===== src/rtl/stack_sequencer.sv =====
// stack_sequencer: call/return sequencer that manages an external stack RAM.
// A call pushes a return address, a return pops one and presents it on
// ret_addr, and every completed operation ends with a single fetch strobe.
// Overflow and underflow attempts are refused and recorded in sticky flags.
module stack_sequencer #(
  parameter int DEPTH = 16,
  parameter int AW    = 4,
  parameter int DW    = 8
) (
  input  logic          clk,
  input  logic          rst_n,
  input  logic          req_valid,
  input  logic          req_call,
  input  logic [DW-1:0] req_addr,
  output logic          req_ready,
  output logic          stk_en,
  output logic          stk_rw,
  output logic [AW-1:0] stk_addr,
  output logic [DW-1:0] stk_wdata,
  input  logic [DW-1:0] stk_rdata,
  output logic          ret_valid,
  output logic [DW-1:0] ret_addr,
  output logic          decode,
  output logic          fetch,
  output logic [AW:0]   sp,
  output logic          full,
  output logic          empty,
  output logic          err_ovf,
  output logic          err_unf,
  input  logic          err_clr
);

  localparam logic [2:0] S_IDLE   = 3'd0;
  localparam logic [2:0] S_CALL   = 3'd1;
  localparam logic [2:0] S_RET_RD = 3'd2;
  localparam logic [2:0] S_RET_WB = 3'd3;
  localparam logic [2:0] S_FETCH  = 3'd4;

  // Occupancy is one bit wider than the RAM address so that DEPTH itself
  // is representable and "full" never aliases with "empty".
  localparam logic [AW:0]   SP_FULL  = (AW+1)'(DEPTH);
  localparam logic [AW:0]   SP_ONE   = (AW+1)'(1);
  localparam logic [AW-1:0] ADDR_ONE = AW'(1);

  logic [2:0]    r_state;
  logic [2:0]    w_next_state;
  logic [AW:0]   r_sp;
  logic [DW-1:0] r_op_addr;
  logic          r_is_ret;
  logic [DW-1:0] r_ret_addr;
  logic          r_err_ovf;
  logic          r_err_unf;

  logic          w_idle;
  logic          w_accept;
  logic          w_full;
  logic          w_empty;
  logic          w_ovf_det;
  logic          w_unf_det;
  logic [AW-1:0] w_rd_addr;

  assign w_idle    = (r_state == S_IDLE);
  assign w_accept  = req_valid & w_idle;
  assign w_full    = (r_sp == SP_FULL);
  assign w_empty   = (r_sp == '0);
  assign w_ovf_det = w_accept &  req_call &  w_full;
  assign w_unf_det = w_accept & ~req_call &  w_empty;
  // When sp equals DEPTH the low bits are zero and the subtraction wraps to
  // DEPTH-1, which is exactly the top entry.
  assign w_rd_addr = r_sp[AW-1:0] - ADDR_ONE;

  // Next-state selection; refused pushes/pops keep the FSM parked in IDLE.
  always_comb begin
    w_next_state = r_state;
    case (r_state)
      S_IDLE: begin
        if (w_accept) begin
          if (req_call && !w_full) begin
            w_next_state = S_CALL;
          end else if (!req_call && !w_empty) begin
            w_next_state = S_RET_RD;
          end
        end
      end
      S_CALL:   w_next_state = S_FETCH;
      S_RET_RD: w_next_state = S_RET_WB;
      S_RET_WB: w_next_state = S_FETCH;
      S_FETCH:  w_next_state = S_IDLE;
      default:  w_next_state = S_IDLE;
    endcase
  end

  // State register; reset abandons any operation in flight.
  always_ff @(posedge clk or negedge rst_n) begin
    if (!rst_n) begin
      r_state <= S_IDLE;
    end else begin
      r_state <= w_next_state;
    end
  end

  // Stack pointer moves only in the cycle the RAM is actually accessed,
  // and the full/empty guards keep it inside 0..DEPTH.
  always_ff @(posedge clk or negedge rst_n) begin
    if (!rst_n) begin
      r_sp <= '0;
    end else if (r_state == S_CALL && !w_full) begin
      r_sp <= r_sp + SP_ONE;
    end else if (r_state == S_RET_RD && !w_empty) begin
      r_sp <= r_sp - SP_ONE;
    end
  end

  // Capture the request address and operation type at the acceptance edge.
  always_ff @(posedge clk or negedge rst_n) begin
    if (!rst_n) begin
      r_op_addr <= '0;
      r_is_ret  <= 1'b0;
    end else if (w_accept) begin
      r_op_addr <= req_addr;
      r_is_ret  <= ~req_call;
    end
  end

  // Popped address arrives from the RAM one cycle after the read enable.
  always_ff @(posedge clk or negedge rst_n) begin
    if (!rst_n) begin
      r_ret_addr <= '0;
    end else if (r_state == S_RET_WB) begin
      r_ret_addr <= stk_rdata;
    end
  end

  // Sticky error flags; a freshly detected error beats a same-cycle clear.
  always_ff @(posedge clk or negedge rst_n) begin
    if (!rst_n) begin
      r_err_ovf <= 1'b0;
      r_err_unf <= 1'b0;
    end else begin
      r_err_ovf <= w_ovf_det | (r_err_ovf & ~err_clr);
      r_err_unf <= w_unf_det | (r_err_unf & ~err_clr);
    end
  end

  // Output decode is purely from state, so reset clears it immediately.
  always_comb begin
    req_ready = 1'b0;
    decode    = 1'b0;
    fetch     = 1'b0;
    ret_valid = 1'b0;
    stk_en    = 1'b0;
    stk_rw    = 1'b0;
    stk_addr  = '0;
    stk_wdata = '0;
    case (r_state)
      S_IDLE: begin
        req_ready = 1'b1;
        decode    = 1'b1;
      end
      S_CALL: begin
        stk_en    = 1'b1;
        stk_rw    = 1'b1;
        stk_addr  = r_sp[AW-1:0];
        stk_wdata = r_op_addr;
      end
      S_RET_RD: begin
        stk_en    = 1'b1;
        stk_addr  = w_rd_addr;
      end
      S_FETCH: begin
        fetch     = 1'b1;
        ret_valid = r_is_ret;
      end
      default: begin
        fetch     = 1'b0;
      end
    endcase
  end

  assign sp       = r_sp;
  assign full     = w_full;
  assign empty    = w_empty;
  assign err_ovf  = r_err_ovf;
  assign err_unf  = r_err_unf;
  assign ret_addr = r_ret_addr;

endmodule


===== config.mk =====
export PLATFORM = sky130hd
export DESIGN_NAME = stack_sequencer
export DESIGN_NICKNAME = d
export VERILOG_FILES = /design/src/rtl/stack_sequencer.sv
export SDC_FILE = /design/constraint.sdc
export NUM_CORES = 1
export LEC_CHECK = 0
export ABC_AREA = 1
export ABC_CLOCK_PERIOD_IN_PS = 4000
export CORE_MARGIN = 5
export CORE_UTILIZATION = 47
export DETAILED_ROUTE_END_ITERATION = 7
export PLACE_DENSITY_LB_ADDON = 0.3
export SYNTH_ARGS = -nofsm -noshare
export SYNTH_HDL_FRONTEND = slang
export SYNTH_SLANG_ARGS = --single-unit

===== constraint.sdc =====
create_clock -name clk -period 4 [get_ports clk]
set_input_delay 0.4 -clock clk [delete_from_list [all_inputs] [get_ports clk]]
set_output_delay 0.4 -clock clk [all_outputs]
set_load 0.03 [all_outputs]

==> results of run 1 <==
## layer usage
layer	routed length, um	vias to the layer above	GRT usage (%)
li1	-	629	-
met1	1430	598	20.8
met2	1770	38	32.8
met3	256	2	4.25
met4	12	0	3.81
met5	0	-	0
## cells in the final DEF, fill, tap and decap left out
cell	count
a21oi_1	3
buf_4	1
clkbuf_1	1
clkbuf_4	3
clkdlybuf4s50_1	55
dfrtp_1	27
fa_1	1
ha_1	5
inv_1	25
inv_2	4
mux2_2	8
nand2_1	28
nand2_2	3
nand2_4	2
nand3_1	13
nand3_4	1
nor2_1	13
nor2_2	1
nor2_4	2
nor3_1	1
nor3_4	1
nor4_1	1
o21ai_0	7
o21ai_1	9
o22ai_1	2
o22ai_2	1
xnor2_1	1
xor2_1	1
xor2_2	1
## power groups by stage
stage	sequential [mW]	combinational, mW	clock (mW)
detailed placement	0.499	1.21	0
global route	0.510	1.32	0.130
CTS	0.492	1.21	0.119
global placement	0.488	1.18	0
finish	0.490	1.20	0.114
floorplan	0.621	0.680	0
## stage by stage
step,total power [mW],instances
6_report,1.81,265
5_1_grt,1.96,265
4_1_cts,1.82,265
3_5_place_dp,1.71,261
3_3_place_gp,1.67,261
2_1_floorplan,1.30,164
## path summary, 6_finish.rpt
kind | from | endpoint | slack [ps] | cells after the start
max in group asynchronous | rst_n | ret_addr[0] | 2850 | 2
min in group clk | ret_addr[6] | ret_addr[6] | 520 | 1
min | rst_n | ret_addr[3] | 500 | 1
min reg2reg | ret_addr[6] | ret_addr[6] | 520 | 1
max reg2reg | sp[0] | sp[4] | 1770 | 11
max | r_state[1] | stk_addr[3] | 1300 | 4
## cell families (layout without fill, tap and decap cells)
logic type	Yosys count	after routing	synth area share (%)
XOR/XNOR	3	3	2.29
multiplexers	8	8	6.11
flip-flops	27	27	45.8
AND/OR/NAND/NOR	66	66	22.6
AO/OA/AOI/OAI	22	22	8.14
adder cells (fa/ha/maj)	6	6	5.60
buffers and inverters	32	89	9.41
## cells in the mapped netlist (2+ instances only)
library cell and instances:
a21oi_1 3, nor2_4 2, nand2_4 2, o22ai_1 2, mux2_2 8, nand2_1 28
nor2_1 13, nand3_1 13, dfrtp_1 27, buf_6 2, inv_1 25, inv_2 4
o21ai_0 7, nand2_2 3, o21ai_1 9, ha_1 5
## flip-flops by register name, indices dropped and copies added (netlist names)
register / flops
sp: 5
err_unf: 1
ret_addr: 8
r_state: 3
r_op_addr: 8
r_is_ret: 1
err_ovf: 1
## area by class of cell
type,count,area share (%)
clock buffer,4,1.26
timing repair buffer,56,26.8
multi-input combinational,105,31.7
tap,44,2.64
sequential,27,32.4
inverter,29,5.22
==> results.json, run 1 <==
{
  "area_growth_pct": 41.3,
  "p_per_area_nw_per_um2": 868,
  "rows": 20,
  "syn_nets": 191,
  "place.gp.congestion": 0.843,
  "fp.dieArea_um2": 4360,
  "power.leakage_nw": 0.957,
  "status": "finished clean",
  "end_kind": "output port",
  "cp.required_ps": 3600,
  "grt_max_degree": 20,
  "postPlaceCellArea_um2": 2060,
  "die_h_um": 66.0,
  "final_antenna_net_count": 0,
  "ys_async_sr_fraction_pct": 100,
  "syn_area_um2": 1480,
  "vias": 1267,
  "clk-insertion-delay-late_ps": 310,
  "max_stage_delay_ps": 710,
  "grt_pass1_wl_um": 6070,
  "synth_top_area_cell": "dfrtp_1",
  "cp-start-kind": "register",
  "path_clk_slew_ps": 150,
  "antenna_found_initial": 0,
  "root_buffer": "clkbuf_4",
  "p_sw_share_pct": 49.3,
  "yosys_warnings": 0,
  "numCtsBuffers": 3,
  "power.internal_mw": 0.917,
  "drive_above_1_share_pct": 12.7,
  "multiInputGateArea_um2": 661,
  "fin_crit_ps": 2700,
  "nNetsFinal": 249,
  "num-fill-cells": 258,
  "syn_inst": 164,
  "min_path_type": "in -> async",
  "hold_viol": 0,
  "fin_area_um2": 2080,
  "setup.worst_path.class": "reg -> out",
  "track_usage_pct": 17.8,
  "regArea_um2": 676,
  "finClkSkew_ps": 11.8,
  "worst_slew_pin_slew_ps": 738,
  "drv_slew": 0,
  "cts_resized": 0,
  "crit_arrival_ps": 2300,
  "peakVddDrop_v": 0.000477,
  "synth_edf_count": 0,
  "final-setup-viol-count": 0,
  "totalWireLength_um": 3470,
  "ios": 56,
  "setup_tns_ps": 0,
  "synthFlopType": "dfrtp_1",
  "grt_pass1_vias": 1345,
  "max_freq_mhz": 371,
  "synth.top_cell.area_share_pct": 45.8,
  "cts_hold_buf": 0,
  "drtPass1Iterations": 4,
  "cap_violations": 0,
  "synth.ff_latch_count": 27,
  "crit_family": "buffers and inverters",
  "via_per_inst": 4.78,
  "ys_types": 27,
  "cts_tree": "built",
  "yosysSeqAreaShare_pct": 45.8,
  "critical_path_buf_inv_count": 2,
  "clock-sinks": 27,
  "clockBufferDepth": 2,
  "routedWlPerCell_um": 13.1,
  "dp_hpwl_um": 2820,
  "initial_core_util_pct": 48.7,
  "drc": 0,
  "portBuffers": 55,
  "pwr-share-seq_pct": 27.1,
  "drt_iter0_markers": 38,
  "rsz0062_at_grt": "no",
  "avgSynthCellArea_um2": 8.99,
  "die_w_um": 66.0,
  "timing.hold.ws_ps": 502,
  "htree_levels": 1,
  "final_util_pct": 68.8,
  "final.setup.worst_slack_ps": 1300,
  "worst_path_max_delay_cell": "clkdlybuf4s50_1",
  "ys_top_cells_by_area": "dfrtp_1 (46%), nand2_1 (7.1%), inv_1 (6.4%)",
  "overflow": 0,
  "clkPwrFrac_pct": 6.3,
  "period_share_pct": 67.5,
  "switching_power_mw": 0.893,
  "relSlewSlack_pct": 50.6,
  "path_cells": "nor3_4, inv_2, o21ai_0, clkdlybuf4s50_1",
  "place_ws_ps": 1650,
  "post_cts_buffers": 0,
  "core_um2": 3030,
  "combPwrFrac_pct": 66.6,
  "n_antenna_cell": 0,
  "worstPathMaxFanout": 12
}
No activity file was read; power rests on OpenSTA's default activity.
==> run 2, diff against run 1 <==
--- a/config.mk
+++ b/config.mk
@@ -6,9 +6,9 @@
 export NUM_CORES = 1
 export LEC_CHECK = 0
 export ABC_AREA = 1
-export ABC_CLOCK_PERIOD_IN_PS = 4000
+export ABC_CLOCK_PERIOD_IN_PS = 2750
 export CORE_MARGIN = 5
-export CORE_UTILIZATION = 47
+export CORE_UTILIZATION = 44
 export DETAILED_ROUTE_END_ITERATION = 7
 export PLACE_DENSITY_LB_ADDON = 0.3
 export SYNTH_ARGS = -nofsm -noshare
==> constraint.sdc (replaced) <==
create_clock -name clk -period 2.75 [get_ports clk]
set_input_delay 0.275 -clock clk [delete_from_list [all_inputs] [get_ports clk]]
set_output_delay 0.275 -clock clk [all_outputs]
set_load 0.03 [all_outputs]
==> results.json, run 2 (synthesis gave the netlist of run 1 again) <==
{
  "switching_power_mw": 1.29,
  "via_per_inst": 4.59,
  "grt_max_degree": 28,
  "clock-sinks": 27,
  "r2r_start": "sp[0]",
  "die_w_um": 67.9,
  "cts_tree": "built",
  "worstPathMaxFanout": 12,
  "root_buffer": "clkbuf_4",
  "drc": 0,
  "peakVddDrop_v": 0.000711,
  "grt_pass1_vias": 1244,
  "critical_path_buf_inv_count": 2,
  "ios": 56,
  "drt_iter0_markers": 58,
  "post_cts_buffers": 0,
  "mostFrequentLayoutCells": "clkdlybuf4s50_1 (55), nand2_1 (28), dfrtp_1 (27)",
  "r2r-end": "sp[4]",
  "final_util_pct": 63.7,
  "place.gp.congestion": 0.844,
  "layout_commonest_cell": "clkdlybuf4s50_1",
  "hold_viol": 0,
  "crit_arrival_ps": 2280,
  "power.leakage_nw": 0.955,
  "core_um2": 3280,
  "die_h_um": 67.9,
  "power.internal_mw": 1.33,
  "numCtsBuffers": 3,
  "fp.dieArea_um2": 4610,
  "rows": 21,
  "crit_family": "buffers and inverters",
  "final-setup-viol-count": 0,
  "initial_core_util_pct": 44.9,
  "reg2reg_depth": 11,
  "drive_above_1_share_pct": 13.1,
  "min_path_type": "in -> async",
  "n_antenna_cell": 0,
  "setup_tns_ps": 0,
  "p_per_area_nw_per_um2": 1250,
  "routedWlPerCell_um": 12.3,
  "path_clk_slew_ps": 150,
  "overflow": 0,
  "drtPass1Iterations": 4,
  "cts_hold_buf": 0,
  "nNetsFinal": 249,
  "antenna_found_initial": 0,
  "cts_resized": 0,
  "reg2reg_slack_ps": 510,
  "max_stage_delay_ps": 690,
  "period_share_pct": 93.0,
  "clockBufferDepth": 2,
  "clkPwrFrac_pct": 6.5,
  "cp-start-kind": "register",
  "drv_slew": 0,
  "cap_violations": 0,
  "max_freq_mhz": 391,
  "htree_levels": 1,
  "cp.required_ps": 2480,
  "combPwrFrac_pct": 66.2,
  "worst_slew_pin_slew_ps": 410,
  "path_cells": "nor3_4, inv_2, o21ai_0, clkdlybuf4s50_1",
  "worst_path_max_delay_cell": "clkdlybuf4s50_1",
  "dp_hpwl_um": 2570,
  "status": "finished clean",
  "p_sw_share_pct": 49.2,
  "pwr-share-seq_pct": 27.2,
  "vias": 1225,
  "totalWireLength_um": 3290,
  "setup.worst_path.class": "reg -> out",
  "portBuffers": 55,
  "finClkSkew_ps": 14.0,
  "rsz0062_at_grt": "no",
  "grt_pass1_wl_um": 5350,
  "relSlewSlack_pct": 72.6,
  "track_usage_pct": 15.1,
  "area_growth_pct": 41.7,
  "fin_crit_ps": 2560,
  "final_antenna_net_count": 0,
  "clk-insertion-delay-late_ps": 320,
  "end_kind": "output port"
}
-- run 2: cell types whose count changed in the layout (fill, tap and decap cells not counted) --
cell        change
clkbuf_1        -1
clkinvlp_4      +1
-- run 2: how the worst max path moves through the flow --
stage          startpoint     endpoint  slack, ps  depth (start not counted)
4_1_cts        r_state[1]  stk_addr[3]        160                          4
6_report       r_state[1]  stk_addr[3]        190                          4
3_5_place_dp        sp[0]        sp[4]        550                         11
5_1_grt        r_state[1]  stk_addr[3]         10                          4
3_3_place_gp   r_state[1]  stk_addr[3]        550                          4
2_1_floorplan       sp[0]        sp[4]        550                         11
-- run 2: power by group through the flow --
stage | registers, mW | logic [mW] | clock network [mW]
final | 0.714 | 1.74 | 0.172
after global routing | 0.739 | 1.90 | 0.196
after CTS | 0.715 | 1.75 | 0.180
after detailed placement | 0.724 | 1.74 | 0
after global placement | 0.718 | 1.73 | 0
after floorplan | 0.903 | 0.989 | 0
-- run 2: stage by stage --
step	hold slack [ps]	setup slack, ps	cell area [um2]	power [mW]	instances
2_1_floorplan	-20.6	549	1480	1.89	164
3_3_place_gp	486	550	2060	2.44	263
3_5_place_dp	492	546	2060	2.47	263
4_1_cts	307	165	2090	2.65	267
5_1_grt	322	14.2	2090	2.83	267
6_report	308	193	2090	2.62	267
-- run 2: area by class of cell --
class,instances,area [um2]
sequential,27,676
timing repair buffer,56,558
clock inverter,1,7.51
fill,286,1190
tap,46,57.6
clock buffer,3,22.5
inverter,29,109
multi-input combinational,105,661
-- run 2: routing by layer --
metal	wire, um	GRT usage (%)	vias to the layer above
met3	195	3.28	2
met1	1540	18.3	552
met2	1540	25.9	35
met4	14	5.96	0
met5	0	0	-
li1	-	-	636
-- run 2: worst register-to-register path: cells and delay by family (launching register included) --
family | cells | cell delay (ps)
adder cells (fa/ha/maj) | 2 | 690
buffers and inverters | 2 | 220
flip-flops | 1 | 540
AND/OR/NAND/NOR | 7 | 710
==> run 3, diff against run 2 <==
--- a/config.mk
+++ b/config.mk
@@ -7,10 +7,11 @@
 export LEC_CHECK = 0
 export ABC_AREA = 1
 export ABC_CLOCK_PERIOD_IN_PS = 2750
+export CORE_ASPECT_RATIO = 1.5
 export CORE_MARGIN = 5
 export CORE_UTILIZATION = 44
 export DETAILED_ROUTE_END_ITERATION = 7
-export PLACE_DENSITY_LB_ADDON = 0.3
+export PLACE_DENSITY_LB_ADDON = 0.25
 export SYNTH_ARGS = -nofsm -noshare
 export SYNTH_HDL_FRONTEND = slang
 export SYNTH_SLANG_ARGS = --single-unit
==> results.json, run 3 (synthesis gave the netlist of run 1 again) <==
{
  "drt_iter0_markers": 25,
  "numCtsBuffers": 3,
  "path_cells": "nor3_4, inv_2, o21ai_0, clkdlybuf4s50_1",
  "grt_max_degree": 28,
  "final-setup-viol-count": 0,
  "cts_tree": "built",
  "rsz0062_at_grt": "no",
  "n_antenna_cell": 0,
  "die_h_um": 80.9,
  "ios": 56,
  "clock-sinks": 27,
  "max_freq_mhz": 399,
  "status": "finished clean",
  "grt_pass1_vias": 1390,
  "layout_commonest_cell": "clkdlybuf4s50_1",
  "htree_levels": 1,
  "hold_viol": 0,
  "num-fill-cells": 265,
  "clk-insertion-delay-late_ps": 270,
  "drive_above_1_share_pct": 12.7,
  "vias": 1305,
  "min_path_type": "in -> async",
  "dp_hpwl_um": 2970,
  "final_antenna_net_count": 0,
  "root_buffer": "clkbuf_8",
  "worstPathMaxFanout": 12,
  "cp.required_ps": 2480,
  "crit_arrival_ps": 2230,
  "critical_path_buf_inv_count": 2,
  "cp-start-kind": "register",
  "routedWlPerCell_um": 14.2,
  "max_stage_delay_ps": 700,
  "cts_hold_buf": 0,
  "drv_slew": 0,
  "totalWireLength_um": 3710,
  "fin_area_um2": 2100,
  "cts_resized": 0,
  "cap_violations": 0,
  "rows": 25,
  "end_kind": "output port",
  "peakVddDrop_v": 0.000998,
  "timing.hold.ws_ps": 376,
  "via_per_inst": 5.00,
  "grt_pass1_wl_um": 6240,
  "finClkSkew_ps": 3.11,
  "antenna_found_initial": 0,
  "setup_tns_ps": 0,
  "post_cts_buffers": 0,
  "area_growth_pct": 42.2,
  "overflow": 0,
  "worst_path_max_delay_cell": "clkdlybuf4s50_1",
  "portBuffers": 55,
  "drc": 0,
  "postPlaceCellArea_um2": 2050,
  "fin_crit_ps": 2500,
  "track_usage_pct": 17.2,
  "relSlewSlack_pct": 73.5,
  "mostFrequentLayoutCells": "clkdlybuf4s50_1 (55), nand2_1 (28), dfrtp_1 (27)",
  "power.leakage_nw": 0.964,
  "drtPass1Iterations": 4,
  "setup.worst_path.class": "reg -> out",
  "core_um2": 3190,
  "initial_core_util_pct": 46.2,
  "path_clk_slew_ps": 90,
  "period_share_pct": 91.1,
  "p_per_area_nw_per_um2": 1290,
  "crit_family": "buffers and inverters",
  "nNetsFinal": 249,
  "die_w_um": 57.3,
  "worst_slew_pin_slew_ps": 396,
  "clockBufferDepth": 2,
  "place.gp.congestion": 0.929,
  "fp.dieArea_um2": 4630
}
[run 3: layout make-up]
class	instances	area (um2)	share of cell area [%]
Multi-Input combinational cell	105	661	31.5
Tap cell	40	50.0	2.39
Sequential cell	27	676	32.2
Clock buffer	4	45.0	2.15
Timing Repair Buffer	56	558	26.6
Inverter	29	109	5.19
[run 3: final timing paths]
| path | endpoint | start | cells past startpoint | slack [ps] |
|---|---|---|---|---|
| worst max-delay path | stk_addr[3] | r_state[1] | 4 | 250 |
| worst min-delay path | ret_addr[1] | rst_n | 2 | 380 |
| worst max register to register | sp[4] | sp[0] | 11 | 480 |
| worst min register to register | ret_addr[5] | ret_addr[5] | 1 | 510 |
| max in group asynchronous | r_state[2] | rst_n | 2 | 2120 |
| min in group clk | ret_addr[5] | ret_addr[5] | 1 | 510 |
[run 3: power by group]
| part | internal, mW | leakage, nW | switching, mW |
|---|---|---|---|
| logic | 0.700 | 0.609 | 1.06 |
| clock network | 0.104 | 0.0228 | 0.119 |
| registers | 0.579 | 0.332 | 0.149 |
[run 3: routing by layer]
layer  track usage (%)  routed length, um  vias up
met5                 0                  0        -
met4              9.51                111        0
met3              3.82                229       10
met2              30.2               1910       52
met1              19.0               1460      605
li1                  -                  -      638
[run 3: per-stage QoR]
step	power, mW	instances	utilization [%]	worst slack [ps]
6_report	2.71	261	65.8	245
5_1_grt	2.91	261	65.8	118
4_1_cts	2.73	261	65.8	231
3_5_place_dp	2.50	257	64.4	534
3_3_place_gp	2.44	257	64.4	564
2_1_floorplan	1.89	164	-	549
